===== src/rtl/sram_axi_arbiter_pkg.sv =====
// Shared encodings and helpers for the SRAM-like to AXI3 arbiter.
package sram_axi_arbiter_pkg;

    typedef enum logic [1:0] {
        R_IDLE = 2'd0,
        R_AR   = 2'd1,
        R_WAIT = 2'd2
    } r_state_e;

    typedef enum logic [1:0] {
        W_IDLE = 2'd0,
        W_AW   = 2'd1,
        W_B    = 2'd2
    } w_state_e;

    localparam logic       OWNER_INST  = 1'b0;
    localparam logic       OWNER_DATA  = 1'b1;
    localparam logic [2:0] AXSIZE_WORD = 3'd2;

    // SRAM-side size code (0 byte, 1 half, 2 word) to AXI ax*size; 3 is treated as word
    function automatic logic [2:0] size_to_axsize(input logic [1:0] size);
        case (size)
            2'd0:    return 3'd0;
            2'd1:    return 3'd1;
            default: return 3'd2;
        endcase
    endfunction

endpackage


===== src/rtl/sram_axi_arbiter_axi_write_channel.sv =====
// axi_write_channel: single-beat AXI write sequencer. AW and W are issued together
// and retire independently; B is awaited once both address and data are accepted.
module axi_write_channel
    import sram_axi_arbiter_pkg::*;
(
    input  logic        clk,
    input  logic        rst,
    input  logic        start_i,
    input  logic [31:0] addr_i,
    input  logic [2:0]  size_i,
    input  logic [31:0] wdata_i,
    input  logic [3:0]  wstrb_i,
    output logic [31:0] awaddr_o,
    output logic [2:0]  awsize_o,
    output logic        awvalid_o,
    input  logic        awready_i,
    output logic [31:0] wdata_o,
    output logic [3:0]  wstrb_o,
    output logic        wvalid_o,
    input  logic        wready_i,
    input  logic        bvalid_i,
    output logic        bready_o,
    output logic        idle_o,
    output logic        done_o
);

    w_state_e    state_q, state_d;
    logic        aw_pend_q, aw_pend_d;
    logic        w_pend_q, w_pend_d;
    logic [31:0] addr_q, wdata_q;
    logic [2:0]  size_q;
    logic [3:0]  wstrb_q;

    // state, pending flags and the captured store beat
    always_ff @(posedge clk or posedge rst) begin
        if (rst) begin
            state_q   <= W_IDLE;
            aw_pend_q <= 1'b0;
            w_pend_q  <= 1'b0;
            addr_q    <= '0;
            size_q    <= '0;
            wdata_q   <= '0;
            wstrb_q   <= '0;
        end else begin
            state_q   <= state_d;
            aw_pend_q <= aw_pend_d;
            w_pend_q  <= w_pend_d;
            if (start_i && state_q == W_IDLE) begin
                addr_q  <= addr_i;
                size_q  <= size_i;
                wdata_q <= wdata_i;
                wstrb_q <= wstrb_i;
            end
        end
    end

    // next state: leave W_AW only when both handshakes are done, in any order
    always_comb begin
        state_d   = state_q;
        aw_pend_d = aw_pend_q;
        w_pend_d  = w_pend_q;
        case (state_q)
            W_IDLE: begin
                if (start_i) begin
                    state_d   = W_AW;
                    aw_pend_d = 1'b1;
                    w_pend_d  = 1'b1;
                end
            end
            W_AW: begin
                if (awready_i) aw_pend_d = 1'b0;
                if (wready_i)  w_pend_d  = 1'b0;
                if (!aw_pend_d && !w_pend_d) state_d = W_B;
            end
            W_B: begin
                if (bvalid_i) state_d = W_IDLE;
            end
            default: state_d = W_IDLE;
        endcase
    end

    // channel outputs
    always_comb begin
        awvalid_o = (state_q == W_AW) && aw_pend_q;
        wvalid_o  = (state_q == W_AW) && w_pend_q;
        bready_o  = (state_q == W_B);
        idle_o    = (state_q == W_IDLE);
        done_o    = (state_q == W_B) && bvalid_i;
        awaddr_o  = addr_q;
        awsize_o  = size_q;
        wdata_o   = wdata_q;
        wstrb_o   = wstrb_q;
    end

endmodule


===== src/rtl/sram_axi_arbiter.sv =====
// sram_axi_arbiter: shares one single-beat AXI3 master between the fetch and
// mem-stage SRAM-like ports. One read (AR/R) and one write (AW/W/B) in flight.
// Build option ARB_ROUND_ROBIN_EN: inst/data-load contention alternates;
// otherwise data loads always win.
module sram_axi_arbiter
    import sram_axi_arbiter_pkg::*;
#(
    parameter logic [3:0] AXI_ID = 4'd0
) (
    input  logic        clk,
    input  logic        rst,
    input  logic        inst_req,
    input  logic [31:0] inst_addr,
    output logic        inst_addr_ok,
    output logic        inst_data_ok,
    output logic [31:0] inst_rdata,
    input  logic        data_req,
    input  logic        data_wr,
    input  logic [1:0]  data_size,
    input  logic [31:0] data_addr,
    input  logic [31:0] data_wdata,
    input  logic [3:0]  data_wstrb,
    output logic        data_addr_ok,
    output logic        data_data_ok,
    output logic [31:0] data_rdata,
    output logic [3:0]  arid,
    output logic [31:0] araddr,
    output logic [3:0]  arlen,
    output logic [2:0]  arsize,
    output logic [1:0]  arburst,
    output logic        arvalid,
    input  logic        arready,
    input  logic [3:0]  rid,
    input  logic [31:0] rdata,
    input  logic        rvalid,
    output logic        rready,
    output logic [3:0]  awid,
    output logic [31:0] awaddr,
    output logic [3:0]  awlen,
    output logic [2:0]  awsize,
    output logic [1:0]  awburst,
    output logic        awvalid,
    input  logic        awready,
    output logic [3:0]  wid,
    output logic [31:0] wdata,
    output logic [3:0]  wstrb,
    output logic        wlast,
    output logic        wvalid,
    input  logic        wready,
    input  logic        bvalid,
    output logic        bready
);

    r_state_e    r_state_q, r_state_d;
    logic [31:0] araddr_q, inst_rdata_q, data_rdata_q;
    logic [2:0]  arsize_q;
    logic        owner_q, inst_ok_q, data_ok_q, data_busy_q;
    logic        w_idle, w_done, store_go, load_cand, grant_inst, grant_data;
    logic        data_wins, r_hs, inst_ok_d, data_ok_d;
    logic        unused_rid;

    // single ID: responses are never reordered, so rid carries no information
    assign unused_rid = ^rid;

`ifdef ARB_ROUND_ROBIN_EN
    logic last_q;
    assign data_wins = (last_q == OWNER_INST);

    // remember which side won the most recent read grant
    always_ff @(posedge clk or posedge rst) begin
        if (rst)             last_q <= OWNER_INST;
        else if (grant_data) last_q <= OWNER_DATA;
        else if (grant_inst) last_q <= OWNER_INST;
    end
`else
    assign data_wins = 1'b1;
`endif

    // read grant: loads wait for any store in flight and for the previous data op
    always_comb begin
        load_cand  = data_req && !data_wr && w_idle && !data_busy_q;
        store_go   = data_req &&  data_wr && w_idle && !data_busy_q;
        grant_data = 1'b0;
        grant_inst = 1'b0;
        if (r_state_q == R_IDLE) begin
            if (load_cand && inst_req) begin
                grant_data = data_wins;
                grant_inst = !data_wins;
            end else begin
                grant_data = load_cand;
                grant_inst = inst_req;
            end
        end
    end

    assign r_hs      = (r_state_q == R_WAIT) && rvalid;
    assign inst_ok_d = r_hs && (owner_q == OWNER_INST);
    assign data_ok_d = w_done || (r_hs && (owner_q == OWNER_DATA));

    // read FSM state register
    always_ff @(posedge clk or posedge rst) begin
        if (rst) r_state_q <= R_IDLE;
        else     r_state_q <= r_state_d;
    end

    // read FSM next state
    always_comb begin
        r_state_d = r_state_q;
        case (r_state_q)
            R_IDLE:  if (grant_inst || grant_data) r_state_d = R_AR;
            R_AR:    if (arready) r_state_d = R_WAIT;
            R_WAIT:  if (rvalid)  r_state_d = R_IDLE;
            default: r_state_d = R_IDLE;
        endcase
    end

    // read FSM outputs
    always_comb begin
        arvalid = 1'b0;
        rready  = 1'b0;
        case (r_state_q)
            R_AR:    arvalid = 1'b1;
            R_WAIT:  rready  = 1'b1;
            default: ;
        endcase
    end

    // read request capture, returned data and the data-side outstanding flag
    always_ff @(posedge clk or posedge rst) begin
        if (rst) begin
            araddr_q     <= '0;
            arsize_q     <= '0;
            owner_q      <= OWNER_INST;
            inst_rdata_q <= '0;
            data_rdata_q <= '0;
            inst_ok_q    <= 1'b0;
            data_ok_q    <= 1'b0;
            data_busy_q  <= 1'b0;
        end else begin
            inst_ok_q   <= inst_ok_d;
            data_ok_q   <= data_ok_d;
            data_busy_q <= grant_data || store_go || (data_busy_q && !data_ok_d);
            if (grant_data || grant_inst) begin
                araddr_q <= grant_data ? data_addr : inst_addr;
                arsize_q <= grant_data ? size_to_axsize(data_size) : AXSIZE_WORD;
                owner_q  <= grant_data ? OWNER_DATA : OWNER_INST;
            end
            if (inst_ok_d) inst_rdata_q <= rdata;
            if (r_hs && owner_q == OWNER_DATA) data_rdata_q <= rdata;
        end
    end

    axi_write_channel u_wr (
        .clk       (clk),
        .rst       (rst),
        .start_i   (store_go),
        .addr_i    (data_addr),
        .size_i    (size_to_axsize(data_size)),
        .wdata_i   (data_wdata),
        .wstrb_i   (data_wstrb),
        .awaddr_o  (awaddr),
        .awsize_o  (awsize),
        .awvalid_o (awvalid),
        .awready_i (awready),
        .wdata_o   (wdata),
        .wstrb_o   (wstrb),
        .wvalid_o  (wvalid),
        .wready_i  (wready),
        .bvalid_i  (bvalid),
        .bready_o  (bready),
        .idle_o    (w_idle),
        .done_o    (w_done)
    );

    assign inst_addr_ok = grant_inst;
    assign data_addr_ok = grant_data || store_go;
    assign inst_data_ok = inst_ok_q;
    assign data_data_ok = data_ok_q;
    assign inst_rdata   = inst_rdata_q;
    assign data_rdata   = data_rdata_q;
    assign araddr       = araddr_q;
    assign arsize       = arsize_q;
    assign arid         = AXI_ID;
    assign arlen        = 4'd0;
    assign arburst      = 2'b01;
    assign awid         = AXI_ID;
    assign awlen        = 4'd0;
    assign awburst      = 2'b01;
    assign wid          = AXI_ID;
    assign wlast        = 1'b1;

endmodule


===== config.mk =====
export PLATFORM = sky130hd
export DESIGN_NAME = sram_axi_arbiter
export DESIGN_NICKNAME = d
export VERILOG_FILES = /design/src/rtl/sram_axi_arbiter_pkg.sv /design/src/rtl/sram_axi_arbiter_axi_write_channel.sv /design/src/rtl/sram_axi_arbiter.sv
export SDC_FILE = /design/constraint.sdc
export NUM_CORES = 1
export LEC_CHECK = 0
export ABC_AREA = 1
export BUFFER_PORTS_ARGS = -buffer_cell sky130_fd_sc_hd__buf_2
export CAP_MARGIN = 25
export CORE_AREA = 2 2 137 139
export CTS_BUF_LIST = sky130_fd_sc_hd__clkbuf_16
export CTS_CLUSTER_SIZE = 30
export DETAILED_ROUTE_END_ITERATION = 8
export DIE_AREA = 0 0 139 141
export PLACE_DENSITY = 0.72
export SYNTH_ARGS = -nofsm -noshare
export SYNTH_HDL_FRONTEND = slang
export SYNTH_SLANG_ARGS = --single-unit

===== constraint.sdc =====
create_clock -name clk -period 7.3 [get_ports clk]
set_input_delay 0.73 -clock clk [delete_from_list [all_inputs] [get_ports clk]]
set_output_delay 0.73 -clock clk [all_outputs]
set_load 0.02 [all_outputs]

==> impl_metrics.ini <==
[clock_network]
post_cts_buffers = 0
holdBufCountCts = 0
cts_tree = done
clock_sinks = 178
htreeDepth = 4
clk_pin_slew_ns = 0.07
clockBufferDepth = 2
cts_root_buf = clkbuf_16
clk_latency_ns = 0.42
cts_buffers = 17
ctsResizeCount = 0

[floorplanning]
rows = 50
die_x_um = 139
core_sq_um = 18300
die-area_sq_um = 19600
initial_core_util = 0.405
ios = 352
die_h_um = 141

[sta]
setup_ws_ns = 4.42
drv_slew = 0
setup_viol = 0
hold_slack_ns = 0.467
period_minus_slack_ns = 2.88
tightest_slew_ns = 0.916
timing.final.crit_share = 0.394
finClkSkew_ns = 0.0117
fin_setup_tns_ns = 0
hold_viol_final = 0
rsz0062_at_grt = no
maxSlewHeadroom = 0.388
fmax_mhz = 348

[global_routing]
grt_max_degree = 98
grt_pass1_wl_um = 33400
grt_pass1_vias = 6374
grt-ovfl-total = 0
antenna_found_initial = 2
grt_use_total = 0.214

[worst_setup_path]
crit_type = in -> out
crit-reg2reg-launch = r_state_q[0]
cp_slowest_cell = nor2_4
crit_fanout = 34
cp.required_ns = 6.57
r2r.worst_path.cells = 7
reg2reg_to = araddr[15]
critPathArrivalTime_ns = 2.15
crit_family = simple AND/OR/NAND/NOR gates
cp_num_buf_inv = 3
cp-end-kind = primary output
cpPeakStageDelay_ns = 0.71
cp-start-kind = input pin
path_cells = buf_2, nor2_1, inv_1, nor2_4, nor2_1, buf_2
r2r_setup_slack_ns = 5.02

[route]
avgViaCountPerCell = 4.78
avgRoutedWirePerCell_um = 15.5
routed_wl_um = 21100
drcViolationCount = 0
antenna_left = 0
drt_iter0_drc = 341
drtPass1Iterations = 5
vias = 6510

[status]
status = completed

[logic_synthesis]
yosysWarnings = 0
synth_top_flop_cell = dfrtp_1
synth_area_leaders = dfrtp_1, nand2_1, nand3_1
synth.avg_cell_area_sq_um = 9.10
yosysSeqAreaShare = 0.602
synthCells = 814
synth.largest_area_cell = dfrtp_1
synth_top_area_frac = 0.602
async_flop_share = 1.00
synth_edf_count = 0
synth.cell_area_sq_um = 7400
yosys.cell_types.count = 22
synth_seq_cells = 178

[placement]
dp_hpwl_um = 14400
gp_congestion = 0.794
port_buffers = 320
dp_slack_ns = 4.36

[pwr]
power_leakage_uw = 0.00548
p_clk_frac = 0.207
p_int_uw = 2500
peakVddDrop_uv = 226
power.share.combinational = 0.418
power_density_nw_per_um2 = 465
p_sw_frac = 0.436
p_sw_uw = 1940
pwr-share-seq = 0.375

[cells_and_area]
area_growth_pct = 29.0
fin_util = 0.523
drive_above_1_share = 0.332
fin_nets = 1260
layout_common_cells = buf_2, nand2_1, dfrtp_1
final_common_cell = buf_2

[flow_run]
cap_viol_max_count = 0

[min_path]
hold_class = in -> async
final cells by class:
type                       instances  area [sq um]
antenna                            2          5.00
clock buffer                      17           425
sequential                       178          4450
tap                              234           293
clock inverter                    15           164
multi-input combinational        537          2330
fill                            1737          8710
inverter                          48           185
timing repair buffer             330          1700
through the flow:
step           instances  power [uW]  instance area, sq um
2_1_floorplan        839        2870                  7500
3_3_place_gp        1326        3500                  8930
3_5_place_dp        1326        3550                  8930
4_1_cts             1358        4480                  9520
5_1_grt             1360        4730                  9550
6_report            1361        4440                  9550
worst register-to-register path, stage by stage (launching register included):
cell	delay [ns]
dfrtp_1	0.43
nor2_4	0.12
buf_4	0.41
nand2_1	0.11
buf_4	0.30
inv_2	0.56
nand3_1	0.18
nand3_1	0.11
cell families after synthesis:
kind of cell | synth area share
DFF | 0.602
buffers and inverters | 0.0970
AOI/OAI and AO/OA | 0.0514
other | 0.00101
and+or+nand+nor | 0.249
flip-flops by register name (all words and copies together) (netlist names), 2 cells and up:
| signal | count |
|---|---|
| araddr | 32 |
| arsize | 2 |
| data_rdata | 32 |
| inst_rdata | 32 |
| r_state_q | 2 |
| u_wr.awaddr_o | 32 |
| u_wr.awsize_o | 2 |
| u_wr.state_q | 2 |
| u_wr.wdata_o | 32 |
| u_wr.wstrb_o | 4 |
power by group through the flow:
stage | combinational (uW) | clock (uW) | sequential, uW
2_1_floorplan | 674 | 0 | 2200
6_report | 1860 | 918 | 1660
4_1_cts | 1880 | 939 | 1660
3_3_place_gp | 1840 | 0 | 1660
3_5_place_dp | 1880 | 0 | 1670
5_1_grt | 2030 | 981 | 1720
cells in the mapped netlist, drive strengths merged (2+ instances only):
master / instances
dfrtp: 178
nor2: 14
o21ai: 69
inv: 48
conb: 2
nand2: 285
clkbuf: 15
buf: 61
nand3: 136
o31ai: 2
metal layers:
metal  GRT usage  up-vias  part of all wire
li1            -     3145                 -
met1       0.274     3074              0.42
met2       0.356      263              0.49
met3      0.0567       28             0.078
met4      0.0723        0             0.020
met5           0        -                 0
worst max path at each step:
stage              from      endpoint  slack, ns  cells after the start
6_report        data_wr  inst_addr_ok       4.42                      6
3_3_place_gp   data_req  inst_addr_ok       4.39                      7
5_1_grt        data_req  inst_addr_ok       4.29                      7
2_1_floorplan       rst     araddr[0]       1.74                      1
4_1_cts         data_wr  inst_addr_ok       4.37                      6
3_5_place_dp    data_wr  inst_addr_ok       4.36                      6
Power figures use the tool's default switching activity.
